$ cat config.mk
export PLATFORM = sky130hd
export DESIGN_NAME = paralelo_serial_param
export DESIGN_NICKNAME = d
export VERILOG_FILES = /design/src/rtl/paralelo_serial_param_pkg.sv /design/src/rtl/paralelo_serial_param_contador_bits.sv /design/src/rtl/paralelo_serial_param.sv
export SDC_FILE = /design/constraint.sdc
export NUM_CORES = 1
export LEC_CHECK = 0
export ABC_CLOCK_PERIOD_IN_PS = 1540
export BUFFER_PORTS_ARGS = -buffer_cell sky130_fd_sc_hd__buf_2
export CAP_MARGIN = 10
export CORE_MARGIN = 2
export CORE_UTILIZATION = 40
export DETAILED_ROUTE_END_ITERATION = 8
export PLACE_DENSITY = 0.59
export SLEW_MARGIN = 0
export SYNTH_ARGS = -nofsm -noshare
export SYNTH_HDL_FRONTEND = slang
export SYNTH_SLANG_ARGS = --single-unit
$ cat constraint.sdc
create_clock -name clk_32f -period 1.54 [get_ports clk_32f]
set_clock_uncertainty 0.05 [all_clocks]
set_input_delay 0.308 -clock clk_32f [delete_from_list [all_inputs] [get_ports clk_32f]]
set_output_delay 0.308 -clock clk_32f [all_outputs]
set_load 0.01 [all_outputs]
$ cat src/rtl/paralelo_serial_param_pkg.sv
// Shared types and constants for the parametrised parallel-to-serial transmitter.
package paralelo_serial_param_pkg;

  // Transmitter phases: alignment filler after reset, then normal data service.
  typedef enum logic [0:0] {
    ST_SYNC   = 1'b0,
    ST_ACTIVE = 1'b1
  } state_t;

  // Default COM symbol used as filler/alignment word.
  localparam logic [7:0] COM_SYM = 8'hBC;

  // Counter width able to hold 0..n-1 (never less than one bit).
  function automatic int unsigned cnt_width(input int unsigned n);
    return (n <= 1) ? 1 : $clog2(n);
  endfunction

endpackage

$ cat src/rtl/paralelo_serial_param_contador_bits.sv
// Bit-position counter for one serial word: 0..WIDTH-1, wrapping.
module contador_bits
  import paralelo_serial_param_pkg::*;
#(
  parameter int unsigned WIDTH = 8
) (
  input  logic                           i_clk,
  input  logic                           i_rst,
  output logic [cnt_width(WIDTH)-1:0]    o_bit_cnt,
  output logic                           o_last_bit
);

  localparam int unsigned CW = cnt_width(WIDTH);

  logic [CW-1:0] r_cnt;
  logic          w_last;

  assign w_last     = (r_cnt == CW'(WIDTH - 1));
  assign o_bit_cnt  = r_cnt;
  assign o_last_bit = w_last;

  // Advance one position per bit clock, wrap after the last bit of the word.
  always_ff @(posedge i_clk) begin
    if (i_rst) begin
      r_cnt <= '0;
    end else if (w_last) begin
      r_cnt <= '0;
    end else begin
      r_cnt <= r_cnt + CW'(1);
    end
  end

endmodule

$ cat src/rtl/paralelo_serial_param.sv
// Parametrised parallel-to-serial transmitter with a one-word holding buffer,
// valid/ready input handshake and post-reset alignment filler.
module paralelo_serial_param
  import paralelo_serial_param_pkg::*;
#(
  parameter int unsigned     WIDTH      = 8,
  parameter logic [WIDTH-1:0] IDLE_SYM  = WIDTH'(COM_SYM),
  parameter int unsigned     SYNC_WORDS = 4,
  parameter bit              MSB_FIRST  = 1'b1
) (
  input  logic             clk_32f,
  input  logic             reset,
  input  logic [WIDTH-1:0] data_in,
  input  logic             valid_in,
  output logic             ready_out,
  output logic             out_serial,
  output logic             word_start,
  output logic             sending_data,
  output logic             sync_done
);

  localparam int unsigned CW = cnt_width(WIDTH);
  localparam int unsigned SW = cnt_width(SYNC_WORDS);

  logic [CW-1:0]    w_bit_cnt;
  logic             w_last_bit;
  logic             w_pre_last;
  logic             w_accept;
  logic             w_hold_full_nxt;
  logic             w_go_active;
  logic             w_ready_nxt;
  logic [CW-1:0]    w_idx;
  logic             w_cur_bit;

  state_t           r_state;
  logic [WIDTH-1:0] r_shift;
  logic [WIDTH-1:0] r_hold;
  logic             r_hold_full;
  logic             r_is_data;
  logic [SW-1:0]    r_sync_cnt;
  logic             r_out_serial;
  logic             r_word_start;
  logic             r_sending_data;
  logic             r_sync_done;
  logic             r_ready_out;

  contador_bits #(
    .WIDTH(WIDTH)
  ) u_contador_bits (
    .i_clk      (clk_32f),
    .i_rst      (reset),
    .o_bit_cnt  (w_bit_cnt),
    .o_last_bit (w_last_bit)
  );

  // Select the bit of the current word that goes out this cycle.
  always_comb begin
    w_idx     = MSB_FIRST ? (CW'(WIDTH - 1) - w_bit_cnt) : w_bit_cnt;
    w_cur_bit = r_shift[w_idx];
  end

  // Handshake and look-ahead terms so ready_out can be registered.
  always_comb begin
    w_pre_last      = (w_bit_cnt == CW'(WIDTH - 2));
    w_accept        = valid_in & r_ready_out;
    w_hold_full_nxt = w_accept | (r_hold_full & ~w_last_bit);
    w_go_active     = (r_state == ST_SYNC) & w_last_bit &
                      (r_sync_cnt == SW'(SYNC_WORDS - 1));
    w_ready_nxt     = ((r_state == ST_ACTIVE) | w_go_active) &
                      (~w_hold_full_nxt | w_pre_last);
  end

  // FSM, hold/shift registers and bit-aligned output registers.
  always_ff @(posedge clk_32f) begin
    if (reset) begin
      r_state        <= ST_SYNC;
      r_shift        <= IDLE_SYM;
      r_hold         <= '0;
      r_hold_full    <= 1'b0;
      r_is_data      <= 1'b0;
      r_sync_cnt     <= '0;
      r_out_serial   <= 1'b0;
      r_word_start   <= 1'b0;
      r_sending_data <= 1'b0;
      r_sync_done    <= 1'b0;
      r_ready_out    <= 1'b0;
    end else begin
      r_out_serial   <= w_cur_bit;
      r_word_start   <= (w_bit_cnt == '0);
      r_sending_data <= r_is_data;
      r_ready_out    <= w_ready_nxt;
      r_hold_full    <= w_hold_full_nxt;
      if (w_accept) begin
        r_hold <= data_in;
      end
      // Load edge: held word if any, otherwise filler.
      if (w_last_bit) begin
        if ((r_state == ST_ACTIVE) && r_hold_full) begin
          r_shift   <= r_hold;
          r_is_data <= 1'b1;
        end else begin
          r_shift   <= IDLE_SYM;
          r_is_data <= 1'b0;
        end
      end
      case (r_state)
        ST_SYNC: begin
          if (w_last_bit) begin
            r_sync_cnt <= r_sync_cnt + SW'(1);
          end
          if (w_go_active) begin
            r_state     <= ST_ACTIVE;
            r_sync_done <= 1'b1;
          end
        end
        ST_ACTIVE: begin
          r_state <= ST_ACTIVE;
        end
        default: begin
          r_state <= ST_SYNC;
        end
      endcase
    end
  end

  assign ready_out    = r_ready_out;
  assign out_serial   = r_out_serial;
  assign word_start   = r_word_start;
  assign sending_data = r_sending_data;
  assign sync_done    = r_sync_done;

endmodule

==> impl_results.md, run 1 <==
- DR vias: about 800
- Die area: approximately 3100 µm²
- Met1 Track Usage GR: roughly 18%
- GR peak layer: met2
- CP Buf/Inv Count: 0
- Syn avg cell area: just over 10 µm²
- CTS buffer count: 5
- Htree depth: 2
- Hold Slack: between 0.15 and 0.2 ns
- CTS tree: built
- Worst R2R End: r_shift[3]
- Critical hold path startpoint: data_in[3]
- Clk_lat worst skew: 0.32 ns
- Leakage: approximately 0.53 nW
- Min Tclk post-route: about 1.4 ns
- CTS max path bufs: 2
- Hold Path Depth: 3
- Gr ovfl total: 0
- CP delay by family, top: adder cells
- Sequential share of power: roughly 60%
- Synth cell types: 25
- Grt met3 use: 7.91%
- Register bit total from synthesis: 29
- Ys flop type: dfxtp_1
- Synthesized area: between 1000 and 1500 µm²
- Initial Utilization: 42.8%
- Switching pwr: between 200 and 300 µW
- Hold-fix buffer count after cts: 0
- Die height: roughly 56 µm
- First-pass GRT wire length: roughly 3400 µm
- Number of global-route vias before repair: a little under 800
- Int Power: between 1 and 1.5 mW
- Worst-path clk slew: about 0.080 ns
- ANT cells: 0
- Gr usage total: between 10% and 20%
- Post-Syn Nets: about 120
- Critical Path Most Common Cell: ha_1
- Max_cap viols: 0
- Hold WC Path Type: in -> reg
- CP Launch Type: flop
- Row cnt: 18
- # IOs: 16
- Fmax: just under 700 MHz
- Power share of the combinational group: about 6.6%
- Slew Limit Fails: 0
- Core box area: approximately 2500 µm²
- CTS resizes: 0
- Initial antenna violation count: 0
- Post-synth EDFFs: 0
- Slew HR: slightly above 70%
- Drt drc: 0
- Vias per inst: 5.09
- Layout cell share with drive strength beyond 1: between 20% and 30%
- Clock power share: between 30% and 40%
- HPWL after detailed placement: ~1400 µm
- Clk root buf: clkbuf_4
- Pin count of the biggest net entering global routing: 18
- Max VDD drop: approximately 0.59 mV
- Routed wire length: between 1500 and 2000 µm
- Seq/Total Area, Yosys: between 50% and 60%
- Worst Reg-to-Reg Cells: 4
- Crit-path slowest cell: dfxtp_1
- R2R Path Start: u_contador_bits.o_bit_cnt[0]
- Placer Congestion: roughly 0.76
- Reg2Reg Setup Slack: between 0.09 and 0.1 ns
- Final setup fails: 0
- Drt wl/cell: between 10 and 15 µm
- Cell-by-cell trace of the critical path: ha_1 > ha_1 > or2_1 > o22a_1
- Outcome: complete, no violations
- Final worst-path cycle share: between 90 and 100%
- Crit path launch: u_contador_bits.o_bit_cnt[0]
- Critical Setup Path Class: reg -> reg
- Placed Cells: 148
- Met2 usage: approximately 22%
- Synth async-reset ratio: 0%
- Worst Tran Pin Value: 0.415 ns
- P per Cell Area: between 1000 and 1500 nW/µm²
- Hold endpoint: r_hold[3]
- Non-Filler Instances: roughly 160
- Crit path capture type: flop
- Sw frac: between 20% and 30%
- Critical Path RT: between 1.5 and 2 ns
- Syn-to-layout area delta: 17.8%
- Worst path arrival time: approximately 1.6 ns
- Nets: 142
- Synth Warn #: 0
- Antenna-violating nets left: 0
- Final hold violation count: 0
- Max FO, Critical Path: 7
- DR iter-0 viols: 5
- Critical Path Max Stage Delay: between 0.3 and 0.4 ns
- Cell count after synthesis: around 100
- Clk sink count: 29
- Port Buffer Count: 15
- Die width: around 56 µm
- Drt first pass iters: 4
[sequential cells by signal, indices dropped and copies added, names as in the netlist, 2 cells and up]
register                   count
r_shift                        8
r_hold                         8
u_contador_bits.o_bit_cnt      3
r_sync_cnt                     2
[power by group through the flow]
stage | combinational [mW] | sequential (mW) | clock, mW
2_1_floorplan | 0.0399 | 0.792 | 0
5_1_grt | 0.0997 | 0.767 | 0.515
6_report | 0.0871 | 0.766 | 0.458
3_5_place_dp | 0.0881 | 0.784 | 0
3_3_place_gp | 0.0864 | 0.783 | 0
4_1_cts | 0.0888 | 0.766 | 0.474
[how the worst max path moves through the flow]
stage,end,slack [ns],depth (start not counted)
floorplan,r_shift[2],0.07,5
global placement,r_shift[5],0.13,4
detailed placement,r_shift[3],0.08,4
CTS,r_shift[3],0.07,4
global route,u_contador_bits.o_bit_cnt[2],-0.004,4
finish,r_shift[3],0.09,4
[final cells by class]
class,instances,area (µm²)
inverter,3,11.3
tap,30,37.5
clock buffer,7,55.1
fill,242,1240
multi-input combinational,66,457
timing repair buffer,21,120
sequential,29,581
[Yosys cell counts (all sizes together) (2+ instances only)]
| cell type | number | share of area (%) |
|---|---|---|
| a21oi | 10 | 4.7 |
| a22o | 3 | 2.5 |
| and2 | 2 | 1.2 |
| buf | 4 | 1.8 |
| dfxtp | 29 | 54 |
| ha | 5 | 5.8 |
| inv | 3 | 1.1 |
| mux2i | 2 | 1.9 |
| mux4 | 2 | 4.9 |
| nand2 | 11 | 3.9 |
| nand3 | 8 | 3.7 |
| nand4b | 2 | 1.6 |
| nor2 | 7 | 2.5 |
| o22a | 5 | 4.1 |
[per-stage QoR]
step           setup TNS [ns]  setup slack [ns]  area (µm²)  power, mW  utilization, %
2_1_floorplan               0            0.0701        1070      0.832               -
3_3_place_gp                0             0.131        1200      0.870            47.9
3_5_place_dp                0            0.0787        1200      0.872            47.9
4_1_cts                     0            0.0651        1250       1.33            50.2
5_1_grt              -0.00397          -0.00397        1260       1.38            50.5
6_report                    0            0.0933        1260       1.31            50.5
[routing by layer]
metal,up-vias,share of wire [%]
li1,408,-
met1,366,46
met2,15,48
met3,5,5.2
met4,0,1.3
met5,-,0
[kinds of logic (layout without fill, tap and decap cells)]
kind of cell | after synthesis | after routing | synth area share (%)
DFF | 29 | 29 | 54.2
xor gates and xnor gates | 1 | 1 | 0.818
muxes | 4 | 4 | 6.78
buffers and inverters | 8 | 31 | 3.15
adders and majority gates | 5 | 5 | 5.84
AOI/OAI and AO/OA | 20 | 20 | 12.5
and+or+nand+nor | 36 | 36 | 16.7
[cell usage in the layout (no fill, tap or decap), types with 2 or more instances in the layout]
master and count:
mux4_1 2, mux2i_1 2, buf_2 15, ha_1 5, clkbuf_4 5, nand2_1 11, inv_1 3, dfxtp_1 29
nand4b_1 2, and2_1 2, nand3_1 8, buf_4 6, o22a_1 5, nor2_1 7, a22o_1 3, a21oi_1 10
[repair_timing]
item | 4_1_cts | 5_1_grt
endpoints found under the hold margin | 0 | 0
endpoints found under the setup margin | 0 | 5
setup buffers | 0 | 1
[worst reg2reg max path: cells and delay by family (launching register included)]
family                   cells  cell delay, ns
AO/OA/AOI/OAI                1            0.20
AND/OR/NAND/NOR              1            0.32
adder cells (fa/ha/maj)      2            0.45
flip-flops                   1            0.33
Note: power is estimated with default switching activity, not from simulation.
==> inputs of run 2 (changes only) <==
- ABC_AREA: unset -> 1
- CORE_ASPECT_RATIO: unset -> 1.75
- PLACE_DENSITY: 0.59 -> 0.58
==> run 2 against run 1 <==
  * First-iteration DRC count grew to 5.6 times the previous value
  * Final cell count grew 21%
  * Total power grew 12%
  * Sequential power grew 1%
  * Core utilization shrank 1.7 points
  * Cell area grew 4.1%
  * Synthesized cell count grew 38%
  * Critical path depth grew 2
  * Via count grew 14%
==> impl_results.md, run 2 <==
- DR WL met2: 1050 µm (was 953 µm)
- Final hold violation count: 0 (unchanged)
- Die width: 44.2 µm (was 55.7 µm)
- Drt first pass iters: 4 (unchanged)
- Multi-input logic area: 420 µm² (was 457 µm²)
- Placer Congestion: 0.755 (was 0.760)
- Syn avg cell area: 7.97 µm² (was 10.4 µm²)
- First-pass GRT wire length: 3580 µm (was 3410 µm)
- Postcts setup bufs: 0 (unchanged)
- Clk root buf: clkbuf_8 (was clkbuf_4)
- Synth Warn #: 0 (unchanged)
- WL met1: 759 µm (was 905 µm)
- Clk_lat worst skew: 0.28 ns (was 0.32 ns)
- Crit path capture type: flop (unchanged)
- Met3 wire length: 97 µm (was 103 µm)
- CTS resizes: 0 (unchanged)
- Synth top area share: 51.3% (was 54.2%)
- Number of global-route vias before repair: 891 (was 771)
- Setup TNS: 0 ns (unchanged)
- Post-synth EDFFs: 0 (unchanged)
- Cell count after synthesis: 142 (was 103)
- Worst path arrival time: 1.48 ns (was 1.61 ns)
- Initial Utilization: 42.0% (was 42.8%)
- Antenna-violating nets left: 0 (unchanged)
- Synth async-reset ratio: 0% (unchanged)
- Max_cap viols: 0 (unchanged)
- Worst Reg-to-Reg Cells: 6 (was 4)
- Sw frac: 21.4% (was 22.3%)
- Critical Setup Path Class: reg -> reg (unchanged)
- Reg area: 581 µm² (unchanged)
- DR vias: 902 (was 794)
- Seq/Total Area, Yosys: 51.3% (was 54.2%)
- Critical Path RT: 1.66 ns (was 1.71 ns)
- Slew Limit Fails: 0 (unchanged)
- Worst Tran Pin Value: 0.456 ns (was 0.415 ns)
- Slew HR: 69.5% (was 72.2%)
- Clock power share: 41.4% (was 34.9%)
- Port Buffer Count: 15 (unchanged)
- Min Tclk post-route: 1.36 ns (was 1.45 ns)
- Hold Path Depth: 3 (unchanged)
- Outcome: complete, no violations (unchanged)
- Int Power: 1.15 mW (was 1.02 mW)
- Fmax: 733 MHz (was 691 MHz)
- DR iter-0 viols: 28 (was 5)
- Die area: 3290 µm² (was 3110 µm²)
- Commonest non-fill, non-tap cell in the layout: dfxtp_1 (unchanged)
- Post-Layout Inst Area: 1310 µm² (was 1260 µm²)
- Synthesized area: 1130 µm² (was 1070 µm²)
- HPWL after detailed placement: 1490 µm (was 1400 µm)
- CP Launch Type: flop (unchanged)
- Cell with the most instances after synthesis: dfxtp_1 (unchanged)
- Row cnt: 25 (was 18)
- Drt wl/cell: 10.2 µm (was 12.8 µm)
- Max VDD drop: 0.553 mV (was 0.595 mV)
- Hold-fix buffer count after cts: 0 (unchanged)
- Drt drc: 0 (unchanged)
- Core box area: 2690 µm² (was 2500 µm²)
- Layout cell share with drive strength beyond 1: 17.9% (was 21.4%)
- Final setup fails: 0 (unchanged)
- Syn-to-layout area delta: 16.0% (was 17.8%)
- Switching pwr: 315 µW (was 292 µW)
- Gr usage total: 14.9% (was 14.8%)
- Register bit total from synthesis: 29 (unchanged)
- Final worst-path cycle share: 88.6% (was 93.9%)
- Synth cell count leaders: dfxtp_1 (29), inv_1 (25), nand2_1 (20) (was dfxtp_1 (29), nand2_1 (11), a21oi_1 (10))
- Htree depth: 2 (unchanged)
- Ys flop type: dfxtp_1 (unchanged)
- Hold WC Path Type: in -> reg (unchanged)
- Leakage: 0.638 nW (was 0.530 nW)
- Top post-synthesis cells by area: dfxtp_1 (51%), inv_1 (8.3%), nand2_1 (6.6%), nor2_1 (6.3%), a21oi_1 (5.8%) (was dfxtp_1 (54%), ha_1 (5.8%), mux4_1 (4.9%), a21oi_1 (4.7%), o22a_1 (4.1%))
- CTS tree: built (unchanged)
- Vias per inst: 4.77 (was 5.09)
- Routed wire length: 1930 µm (was 1990 µm)
- CTS buffer count: 5 (unchanged)
- ANT cells: 0 (unchanged)
- Clk sink count: 29 (unchanged)
- CTS max path bufs: 2 (unchanged)
- Power share of the combinational group: 5.9% (was 6.6%)
- Gr ovfl total: 0 (unchanged)
- Post-Syn Nets: 158 (was 119)
- P per Cell Area: 1120 nW/µm² (was 1040 nW/µm²)
- Top Layer Used: met4 (unchanged)
- Synth area leader: dfxtp_1 (unchanged)
- Nets: 178 (was 142)
- Initial antenna violation count: 0 (unchanged)
- Fill cell count: 278 (was 242)
- Max FO, Critical Path: 12 (was 7)
- Sequential share of power: 52.7% (was 58.4%)
- # IOs: 16 (unchanged)
- Die height: 74.3 µm (was 55.7 µm)
- Synth cell types: 19 (was 25)
- Worst-path clk slew: 0.06 ns (was 0.08 ns)
- RSZ-0062 raised after global routing: false
- Area post-placement: 1230 µm² (was 1200 µm²)
- Pin count of the biggest net entering global routing: 18 (unchanged)
- Most frequent cells in the layout: dfxtp_1 (29), inv_1 (25), nand2_1 (20) (was dfxtp_1 (29), buf_2 (15), nand2_1 (11))
## run 2: cells by family (layout without fill, tap and decap cells)
logic type                 count (synthesis)  count (layout)  synth area share [%]
buffers and inverters                     32              52                  11.5
and+or+nand+nor                           47              47                  17.4
adders and majority gates                  5               5                  5.53
DFF                                       29              29                  51.3
AOI/OAI and AO/OA                         29              29                  14.3
## run 2: routing by layer
metal,GRT usage (%),vias up
li1,-,479
met1,13.7,401
met2,27.8,18
met3,5.34,4
met4,7.07,0
met5,0,-
## run 2: through the flow
stage	util, %	setup slack [ns]	power (mW)	hold WS, ns	std cells
after global routing	48.8	0.00606	1.54	0.277	189
final	48.8	0.176	1.47	0.239	189
after CTS	48.8	0.155	1.49	0.239	189
after global placement	45.6	0.226	0.877	0.386	182
after floorplan	-	0.203	0.847	0.327	142
after detailed placement	45.6	0.164	0.878	0.389	182
## run 2: cell type report
type | count | share of cell area, %
Multi-Input combinational cell | 81 | 32.0
Tap cell | 27 | 2.57
Timing Repair Buffer | 16 | 6.29
Clock buffer | 7 | 6.58
Sequential cell | 29 | 44.2
Inverter | 29 | 8.29
## run 2: worst max-delay path, stage by stage, from the launching register on
cell     delay [ns]
dfxtp_1        0.35
ha_1           0.20
ha_1           0.21
inv_1          0.10
nand2_2        0.15
nor2_1         0.16
a21oi_2        0.04
## run 2: path summary, 6_finish.rpt
check,startpoint,end,slack (ns)
worst max register to register,u_contador_bits.o_bit_cnt[1],r_shift[4],0.18
worst min register to register,r_is_data,sending_data,0.39
worst max-delay path,u_contador_bits.o_bit_cnt[1],r_shift[4],0.18
worst min-delay path,data_in[7],r_hold[7],0.24
## run 2: power by group through the flow
stage / registers (mW) / logic (mW) / clock network (mW)
3_5_place_dp: 0.790 / 0.0877 / 0
3_3_place_gp: 0.790 / 0.0868 / 0
6_report: 0.774 / 0.0874 / 0.608
5_1_grt: 0.776 / 0.102 / 0.660
2_1_floorplan: 0.795 / 0.0521 / 0
4_1_cts: 0.774 / 0.0883 / 0.629
==> inputs of run 3 (changes only) <==
- REMOVE_ABC_BUFFERS: unset -> 1
- SYNTH_HIERARCHICAL: unset -> 1
==> run 3 against run 2 <==
  * Cell area is 0.76% higher
  * Sequential power hardly changed
  * Global-route usage is 0.93 points higher
  * Critical endpoint is now r_shift[6]
  * Highest routed layer unchanged
==> impl_results.md, run 3 <==
- Initial Utilization: 41.8% (was 42.0%)
- Htree depth: 2 (unchanged)
- Placed Cells: 182 (unchanged)
- Synth cell count leaders: dfxtp_1 (29), nand2_1 (27), nor2_1 (24) (was dfxtp_1 (29), inv_1 (25), nand2_1 (20))
- Clk_lat worst skew: 0.28 ns (about the same)
- Synth cell types: 23 (was 19)
- Initial antenna violation count: 0 (unchanged)
- Outcome: complete, no violations (unchanged)
- DR vias: 901 (was 902)
- Setup TNS: 0 ns (unchanged)
- Number of global-route vias before repair: 869 (was 891)
- Commonest non-fill, non-tap cell in the layout: dfxtp_1 (unchanged)
- CTS tree: built (unchanged)
- Hold WC Path Type: in -> reg (unchanged)
- HPWL after detailed placement: 1650 µm (was 1490 µm)
- Final setup fails: 0 (unchanged)
- Non-Filler Instances: 190 (was 189)
- Worst Reg-to-Reg Cells: 6 (unchanged)
- Crit. path cell count: 6 (unchanged)
- Pre-CTS setup slack: 0.0771 ns (was 0.164 ns)
- Synth async-reset ratio: 0% (unchanged)
- Worst path arrival time: 1.52 ns (was 1.48 ns)
- PnR worst setup slack: 0.148 ns (was 0.176 ns)
- Cell with the most instances after synthesis: dfxtp_1 (unchanged)
- Max VDD drop: 0.660 mV (was 0.553 mV)
- RSZ-0062 raised after global routing: false (unchanged)
- Cell count after synthesis: 140 (was 142)
- # IOs: 16 (unchanged)
- Top post-synthesis cells by area: dfxtp_1 (51%), nand2_1 (8.9%), nor2_1 (7.9%), inv_1 (4.6%), o21ai_0 (4.0%) (was dfxtp_1 (51%), inv_1 (8.3%), nand2_1 (6.6%), nor2_1 (6.3%), a21oi_1 (5.8%))
- Ys flop type: dfxtp_1 (unchanged)
- Worst R2R End: r_shift[6] (was r_shift[4])
- Post-synth EDFFs: 0 (unchanged)
- CTS resizes: 0 (unchanged)
- CP delay by family, top: adder cells (unchanged)
- Final worst-path cycle share: 90.4% (was 88.6%)
- Core box area: 2720 µm² (was 2690 µm²)
- CTS max path bufs: 2 (unchanged)
- ANT cells: 0 (unchanged)
- Crit path launch: u_contador_bits/o_bit_cnt[1] (was u_contador_bits.o_bit_cnt[1])
- DR iter-0 viols: 24 (was 28)
- Min Tclk post-route: 1.39 ns (was 1.36 ns)
- Gr ovfl total: 0 (unchanged)
- Syn-to-layout area delta: 16.2% (was 16.0%)
- Synth area leader: dfxtp_1 (unchanged)
- Drt drc: 0 (unchanged)
- CTS buffer count: 5 (unchanged)
- Crit path capture type: flop (unchanged)
- Critical Setup Path Class: reg -> reg (unchanged)
- Pin count of the biggest net entering global routing: 18 (unchanged)
- Hold Slack: 0.224 ns (was 0.239 ns)
- Leakage: 0.604 nW (was 0.638 nW)
- Die area: 3310 µm² (was 3290 µm²)
- Crit-path slowest cell: dfxtp_1 (unchanged)
- Max_cap viols: 0 (unchanged)
- Hold-fix buffer count after cts: 0 (unchanged)
- Port Buffer Count: 15 (unchanged)
- Drt first pass iters: 2 (was 4)
- Worst Tran Pin Value: 0.288 ns (was 0.456 ns)
- CP Launch Type: flop (unchanged)
- Critical Path RT: 1.67 ns (was 1.66 ns)
- Synth Warn #: 6 (was 0)
- P per Cell Area: 1100 nW/µm² (was 1120 nW/µm²)
- Synthesized area: 1140 µm² (was 1130 µm²)
- Worst-path clk slew: 0.06 ns (about the same)
- Drt wl/cell: 11.4 µm (was 10.2 µm)
- First-pass GRT wire length: 3670 µm (was 3580 µm)
- Vias per inst: 4.74 (was 4.77)
- Worst Setup EP: r_shift[6] (was r_shift[4])
- Clk sink count: 29 (unchanged)
- R2R Path Start: u_contador_bits/o_bit_cnt[1] (was u_contador_bits.o_bit_cnt[1])
- Layout cell share with drive strength beyond 1: 22.7% (was 17.9%)
- Die width: 44.3 µm (was 44.2 µm)
- Syn avg cell area: 8.13 µm² (was 7.97 µm²)
- Max FO, Critical Path: 7 (was 12)
- Reg2Reg Setup Slack: 0.15 ns (was 0.18 ns)
- Register bit total from synthesis: 29 (unchanged)
- Critical Path Max Stage Delay: 0.35 ns (about the same)
- Gr usage total: 15.8% (was 14.9%)
- Slew Limit Fails: 0 (unchanged)
- Cell-by-cell trace of the critical path: ha_1 > ha_2 > nand3_4 > nor2_4 > nand2_1 > o31ai_1 (was ha_1 > ha_1 > inv_1 > nand2_2 > nor2_1 > a21oi_2)
- Fmax: 718 MHz (was 733 MHz)
- Clk root buf: clkbuf_8 (unchanged)
- CP Buf/Inv Count: 0 (was 1)
- Antenna-violating nets left: 0 (unchanged)
- Routed wire length: 2180 µm (was 1930 µm)
- Most frequent cells in the layout: dfxtp_1 (29), nand2_1 (27), nor2_1 (24) (was dfxtp_1 (29), inv_1 (25), nand2_1 (20))
- Row cnt: 25 (unchanged)
- Placer Congestion: 0.748 (was 0.755)
- Seq/Total Area, Yosys: 51.0% (was 51.3%)
- Postcts setup bufs: 0 (unchanged)
- Final hold violation count: 0 (unchanged)
- Slew HR: 80.8% (was 69.5%)
- Synth top area share: 51.0% (was 51.3%)
- Die height: 74.6 µm (was 74.3 µm)
- Nets: 176 (was 178)
==> run 3: cell types whose count changed after synthesis, moves of 5 or more <==
cell	change
nor2_1	+5
a21oi_1	-9
inv_1	-11
nand2_1	+7
==> run 3: worst min-delay path: stages <==
cell     delay [ns]
buf_2          0.07
o21ai_0        0.07
nor2_1         0.07
==> run 3: worst min-delay path by stage <==
stage / depth (start not counted) / startpoint / slack (ns) / to
2_1_floorplan: 1 / reset / 0.33 / r_hold_full
3_3_place_gp: 2 / r_is_data / 0.36 / sending_data
3_5_place_dp: 2 / r_is_data / 0.37 / sending_data
4_1_cts: 3 / data_in[2] / 0.22 / r_hold[2]
5_1_grt: 3 / data_in[4] / 0.23 / r_hold[4]
6_report: 3 / data_in[2] / 0.22 / r_hold[2]
==> run 3: per-layer routing <==
metal / share of wire, % / GRT usage (%) / up-vias
met5: 0 / 0 / -
met2: 54 / 29.9 / 20
met4: 2.1 / 8.08 / 0
li1: - / - / 486
met1: 39 / 13.9 / 390
met3: 4.0 / 5.83 / 5
==> run 3: area by class of cell <==
cell class	instances	area, µm²
Fill cell	279	1400
Sequential cell	29	581
Multi-Input combinational cell	90	453
Timing Repair Buffer	19	105
Clock buffer	5	68.8
Inverter	17	63.8
Tap cell	27	33.8
Clock inverter	3	17.5
==> run 3: cells by family (layout without fill, tap and decap cells) <==
logic type	Yosys count	after routing	synth area share (%)
AND/OR/NAND/NOR	67	67	26.4
XOR/XNOR	1	1	0.769
adder cells (fa/ha/maj)	3	3	3.30
buffers and inverters	21	44	9.45
AO/OA/AOI/OAI	19	19	9.12
flip-flops	29	29	51.0
==> run 3: metrics by stage <==
step	area (µm²)	power, mW	util, %
global route	1320	1.53	48.6
floorplan	1090	0.835	-
detailed placement	1230	0.879	45.3
global placement	1230	0.876	45.3
finish	1320	1.46	48.6
CTS	1320	1.48	48.5
==> run 3: where the power goes <==
part           internal (mW)  switching, mW  total [mW]
logic                 0.0390         0.0523      0.0913
clock network          0.311          0.287       0.598
registers              0.764        0.00748       0.771
